[config.mk]
export PLATFORM = sky130hd
export DESIGN_NAME = i2c_apb_arbiter
export DESIGN_NICKNAME = d
export VERILOG_FILES = /design/src/rtl/i2c_apb_arbiter.sv
export SDC_FILE = /design/constraint.sdc
export NUM_CORES = 1
export LEC_CHECK = 0
export CORE_UTILIZATION = 44
export CTS_BUF_LIST = sky130_fd_sc_hd__clkbuf_8
export CTS_CLUSTER_SIZE = 14
export DETAILED_ROUTE_END_ITERATION = 10
export PLACE_DENSITY = 0.93
export SYNTH_ARGS = -nofsm -noshare
export SYNTH_HDL_FRONTEND = slang
export SYNTH_SLANG_ARGS = --single-unit
export TNS_END_PERCENT = 100
[constraint.sdc]
create_clock -name pclk_i -period 2.4 [get_ports pclk_i]
set_clock_uncertainty 0.05 [all_clocks]
set_input_delay 0.72 -clock pclk_i [delete_from_list [all_inputs] [get_ports pclk_i]]
set_output_delay 0.72 -clock pclk_i [all_outputs]
set_load 0.01 [all_outputs]
[src/rtl/i2c_apb_arbiter.sv]
// Two-requester round-robin APB master in front of the I2C controller register port.
// One access in flight at a time; a watchdog aborts ACCESS phases that never see pready_i.
module i2c_apb_arbiter #(
    parameter int DATA_SIZE = 8,
    parameter int ADDR_SIZE = 8,
    parameter int TIMEOUT   = 16
) (
    input  logic                   pclk_i,
    input  logic                   preset_i,
    input  logic [1:0]             req_valid_i,
    input  logic [1:0]             req_write_i,
    input  logic [2*ADDR_SIZE-1:0] req_addr_i,
    input  logic [2*DATA_SIZE-1:0] req_wdata_i,
    output logic [1:0]             req_ack_o,
    output logic [1:0]             rsp_valid_o,
    output logic                   rsp_err_o,
    output logic [DATA_SIZE-1:0]   rsp_rdata_o,
    output logic [ADDR_SIZE-1:0]   paddr_o,
    output logic                   pwrite_o,
    output logic                   psel_o,
    output logic                   penable_o,
    output logic [DATA_SIZE-1:0]   pwdata_o,
    input  logic [DATA_SIZE-1:0]   prdata_i,
    input  logic                   pready_i
);

    localparam logic [1:0] IDLE   = 2'd0;
    localparam logic [1:0] SETUP  = 2'd1;
    localparam logic [1:0] ACCESS = 2'd2;
    localparam logic [1:0] RESP   = 2'd3;

    // Abort fires on the TIMEOUT-th stalled ACCESS cycle, i.e. when the count is one short.
    localparam logic [7:0] WD_LAST = 8'(TIMEOUT - 1);
    localparam bit         WD_EN   = (TIMEOUT != 0);

    logic [1:0] state;
    logic       grant;
    logic       last_grant;
    logic       pick;
    logic [7:0] wd_cnt;
    logic       wd_expire;

    always_comb begin
        pick = 1'b0;
        case (req_valid_i)
            2'b10:   pick = 1'b1;
            2'b11:   pick = ~last_grant;
            default: pick = 1'b0;
        endcase
    end

    assign wd_expire = WD_EN && (wd_cnt == WD_LAST);

    always_ff @(posedge pclk_i) begin
        if (preset_i) begin
            state       <= IDLE;
            grant       <= 1'b0;
            last_grant  <= 1'b1;
            wd_cnt      <= '0;
            req_ack_o   <= '0;
            rsp_valid_o <= '0;
            rsp_err_o   <= 1'b0;
            rsp_rdata_o <= '0;
            paddr_o     <= '0;
            pwrite_o    <= 1'b0;
            psel_o      <= 1'b0;
            penable_o   <= 1'b0;
            pwdata_o    <= '0;
        end else begin
            req_ack_o   <= '0;
            rsp_valid_o <= '0;
            case (state)
                IDLE: begin
                    if (|req_valid_i) begin
                        grant           <= pick;
                        paddr_o         <= pick ? req_addr_i[2*ADDR_SIZE-1:ADDR_SIZE]
                                                : req_addr_i[ADDR_SIZE-1:0];
                        pwdata_o        <= pick ? req_wdata_i[2*DATA_SIZE-1:DATA_SIZE]
                                                : req_wdata_i[DATA_SIZE-1:0];
                        pwrite_o        <= req_write_i[pick];
                        req_ack_o[pick] <= 1'b1;
                        psel_o          <= 1'b1;
                        state           <= SETUP;
                    end
                end
                SETUP: begin
                    penable_o <= 1'b1;
                    state     <= ACCESS;
                end
                ACCESS: begin
                    // A late pready_i still wins over an abort in the same cycle.
                    if (pready_i) begin
                        psel_o             <= 1'b0;
                        penable_o          <= 1'b0;
                        rsp_rdata_o        <= pwrite_o ? '0 : prdata_i;
                        rsp_err_o          <= 1'b0;
                        rsp_valid_o[grant] <= 1'b1;
                        state              <= RESP;
                    end else if (wd_expire) begin
                        psel_o             <= 1'b0;
                        penable_o          <= 1'b0;
                        rsp_rdata_o        <= '0;
                        rsp_err_o          <= 1'b1;
                        rsp_valid_o[grant] <= 1'b1;
                        state              <= RESP;
                    end else begin
                        wd_cnt <= wd_cnt + 8'd1;
                    end
                end
                default: begin
                    last_grant <= grant;
                    wd_cnt     <= '0;
                    state      <= IDLE;
                end
            endcase
        end
    end

endmodule

Yosys cells after proc, flatten, opt, wreduce, memory -nomap -nowiden. Index checks and enable logic that the tools add are counted. Widths: inputs -> output; s select.

Input port bits: 47. Register bits: 44. Logic and storage cells: 77.

Bitwise logic cells: 5. Order comparisons: 4. Equal/unequal tests: 9. Mux-type cells: 28. Reduce and logical (&&, ||, !) cells: 17. $add $sub $neg: 1.

Operators by type and width (count): $mux 8 (7); $pmux 8 s2 (1); $mux 2 (5); $mux 1 (9); $add 8x1->8 const B (1); $eq 8x4->1 const B (1); $reduce_and 2->1 (4); $eq 2x2->1 const B (3); $ne 2x2->1 const B (3); $pmux 1 s2 (3); $pmux 2 s3 (1); $reduce_and 3->1 (2); $reduce_bool 2->1 (3); $reduce_or 2->1 (3); $reduce_or 3->1 (2); $not 1->1 (5); $lt 1x2->1 const B (2); $ne 3x3->1 const B (1); $demux 1 s1 (2); $eq 2x1->1 const B (1); $ge 1x1->1 const B (2); $logic_and 1x1->1 (2); $logic_not 2->1 (1).

Depth between registers and ports, before layout.
Word-level depth: 6. Depth in mapped cells: 7.

Worst setup path after synthesis. OpenSTA, ideal clock, no wires.

Path kind: flip-flop to flip-flop. From: register state[0]. To: register wd_cnt[7]. Buffers on the path: 0. Stages on the path, launching flop included: 6. Required time: 2276 ps. Data arrival time: 1704 ps. Setup time: 74 ps. Path slack: 572 ps. Cell sequence: dfxtp_1 -> inv_1 -> ha_1 -> or3b_1 -> or4_1 -> a31oi_1.

Longest elaborated chain between the ends: 4. Elaborated cells between the ends (all ways): 9. Those cells by class: eq/ne (4); mux (1); bitwise (1); reduce/logical (3).

Ends and longest elaborated chain: from (decl) (line 36) `logic [1:0] state;`; from (signal assigned) (line 56) `state <= IDLE;`; from (signal assigned) (line 83) `state <= SETUP;`; from (signal assigned) (line 88) `state <= ACCESS;`; $eq 2x1->1 or $logic_not 2->1 (tied branches) (line 72) `case (state)`; $reduce_or 2->1 (no source line); $not 1->1 (no source line); $reduce_and 3->1 (no source line); to (signal assigned) (line 107) `wd_cnt <= wd_cnt + 8'd1;`; to (decl) (line 40) `logic [7:0] wd_cnt;`.

Parallel ways exist; a longest one is shown, timed or not. A chain may end at the register's enable or synchronous reset.

Worst setup path in the final report.
From: input port pready_i. To: register wd_cnt[7].

Longest elaborated chain between the ends: 2.

Ends and longest elaborated chain: from (decl) (line 24) `input logic pready_i`; $ne 2x2->1 (no source line); $reduce_and 3->1 (no source line).

Every way passes these cells.

==> impl_metrics.yaml <==
cells_and_area:
  drive_gt1_share_pct: 8.42
  finalNonFillerCells: 335
  antenna_cells: 0
  final-seq-area_um2: 881
  fin_nets: 337
  fill_cells: 320
  multiInputGateArea_um2: 985
  syn_to_final_growth_pct: 53.0
global_route:
  use_met2_pct: 40.6
  gr-usage-all-layers_pct: 21.8
  grt_pass1_vias: 1780
  grt_max_degree: 32
  grt_overflow: 0
  antenna_found_initial: 0
  grt_use_met1_pct: 22.4
  top_usage_layer: "met2"
  use_met3_pct: 7.33
  grt_pass1_wl_mm: 7.48
clock_network:
  clock-sinks: 44
  cts_resized: 0
  cts_tree: "built"
  hold_buffers: 0
  numCtsBuffers: 5
  post_cts_buffers: 0
  clockBufferDepth: 2
  clock_latency_ns: 0.30
  clock-root-buffer: "clkbuf_8"
  path_clk_slew_ns: 0.07
  htreeDepth: 2
place:
  io_buffer_count: 78
  dp_hpwl_mm: 3.52
  place_inst: 328
  place_ws_ns: 0.0326
  place_congestion: 0.778
floorplan:
  dieArea_mm2: 0.00464
  num_rows: 23
  start_util_pct: 47.1
  core_area_mm2: 0.00409
  boundaryPins: 79
  die_width_um: 68.1
  die_h_um: 68.1
synth:
  synth_largest_area_cell: "dfxtp_1"
  yosys_warnings: 0
  syn_area_mm2: 0.00192
  synthFlopType: "dfxtp_1"
  synth_seq_cells: 44
  syn_inst: 204
  syn-num-nets: 256
  synth_cell_types: 35
  ys_seq_area_share_pct: 45.8
  async_reset_ff_share_pct: 0
  synth_area_leaders: "dfxtp_1, mux2i_1, a211oi_1"
  syn_avg_cell_area_um2: 9.43
  synth_top_cell_area_share_pct: 45.8
  synth_edf_count: 0
power_and_ir_drop:
  power_frac_clock_pct: 24.8
  power_frac_seq_pct: 36.3
  power_mw: 2.63
  switching_power_mw: 0.815
  switching_share_pct: 30.9
  power_density_mw_per_mm2: 896
  comb_power_share_pct: 38.9
  p_int_mw: 1.82
  max-vdd-ir-drop_mv: 0.623
  p_leak_nw: 1.09
setup_path:
  endpoint_kind: "flop"
  arrival_ns: 2.22
  cp_max_fo: 5
  crit_path_start_kind: "primary input"
  criticalPathCategory: "in -> reg"
  critPathRequiredTime_ns: 2.57
detailed_routing:
  dr.pass1.iters: 4
  drc: 0
  num_vias: 1832
  drtIter0Drc: 62
  detail-route-antenna-nets: 0
  viasPerCell: 5.47
  drt_wl_total_mm: 4.72
  wl_per_cell_um: 14.1
timing:
  setup_viol: 0
  timing.slew.headroom_pct: 68.0
  max_freq_ghz: 0.487
  period_share_pct: 85.5
  hold_viol: 0
  rsz0062_at_grt: "false"
  fin_crit_ns: 2.05
  drv_slew: 0
  setup_slack_ns: 0.348
  worst_slew_pin_slew_ns: 0.475
  setup-tns-final_ns: 0
min_path:
  min-delay-path-class: "reg -> reg"
run_status:
  status: "complete, no violations"
job:
  cap_violations: 0
-- registers in the layout, summed over array words and instances (netlist names), 2 cells and up --
signal and count:
wd_cnt 8, req_ack_o 2, pwdata_o 8, paddr_o 8, state 2, rsp_valid_o 2
rsp_rdata_o 8
-- cell usage in the layout (no fill, tap or decap), drive strengths merged, types with 2 or more instances in the layout --
| cell type | count |
|---|---|
| clkdlybuf4s50 | 78 |
| dfxtp | 44 |
| nor2 | 22 |
| mux2i | 17 |
| a211oi | 17 |
| nand2 | 11 |
| a21oi | 10 |
| buf | 9 |
| a22o | 8 |
| o21ai | 6 |
| or4 | 5 |
| a31oi | 5 |
| ha | 5 |
| clkbuf | 5 |
| nor2b | 4 |
| nor3 | 4 |
| inv | 3 |
| and2 | 3 |
| nor3b | 3 |
| nand3 | 3 |
| a21o | 3 |
| nand2b | 2 |
| nand4b | 2 |
| or2 | 2 |
| o21a | 2 |
| bufinv | 2 |
-- worst paths after layout --
check             from   endpoint  slack, ns  cells past startpoint
max           pready_i  wd_cnt[7]       0.35                      4
max reg2reg   state[0]  wd_cnt[7]       0.41                      5
min reg2reg  penable_o  penable_o       0.41                      1
min          penable_o  penable_o       0.41                      1
-- layer usage --
metal,up-vias,share of wire [%]
li1,908,-
met1,856,40
met2,63,52
met3,5,7.4
met4,0,1.0
met5,-,0
-- power by group through the flow --
| stage | logic (mW) | clock network (mW) | registers, mW |
|---|---|---|---|
| final | 1.02 | 0.654 | 0.957 |
| after global routing | 1.12 | 0.698 | 0.979 |
| after CTS | 1.03 | 0.665 | 0.958 |
| after detailed placement | 1.03 | 0 | 0.972 |
| after global placement | 0.996 | 0 | 0.966 |
| after floorplan | 0.494 | 0 | 1.02 |
-- area by class of cell --
cell class / instances / area share (%)
Inverter: 3 / 0.383
Clock buffer: 5 / 2.34
Tap cell: 50 / 2.13
Multi-Input combinational cell: 144 / 33.5
Sequential cell: 44 / 29.9
Clock inverter: 2 / 2.04
Timing Repair Buffer: 87 / 29.7
-- kinds of logic (layout without fill, tap and decap cells) --
logic type,count (synthesis),count (layout),share of synthesized area (%)
AO/OA/AOI/OAI,57,57,20.7
adder cells (fa/ha/maj),5,5,3.25
buffers and inverters,16,97,3.32
flip-flops,44,44,45.8
multiplexers,17,17,8.85
AND/OR/NAND/NOR,65,65,18.1
-- critical path, cell delays in order --
cell and delay (ns):
clkdlybuf4s50_1 0.46, or3_4 0.42, or4_1 0.47, a31oi_1 0.16
-- Yosys cell counts, drive strengths merged, types with 5 or more instances --
library cell and number:
a211oi 17, nor2 22, dfxtp 44, or4 5, a31oi 5, clkbuf 10, a22o 8, o21ai 6
mux2i 17, a21oi 10, ha 5, nand2 11
-- stage by stage --
| step | hold slack [ns] | utilization [%] | instance area, um^2 |
|---|---|---|---|
| floorplan | 0.392 | - | 1920 |
| global placement | 0.401 | 68.8 | 2810 |
| detailed placement | 0.402 | 68.8 | 2810 |
| CTS | 0.419 | 72.0 | 2940 |
| global route | 0.443 | 72.0 | 2940 |
| finish | 0.413 | 72.0 | 2940 |
Note: power is estimated with default switching activity, not from simulation.
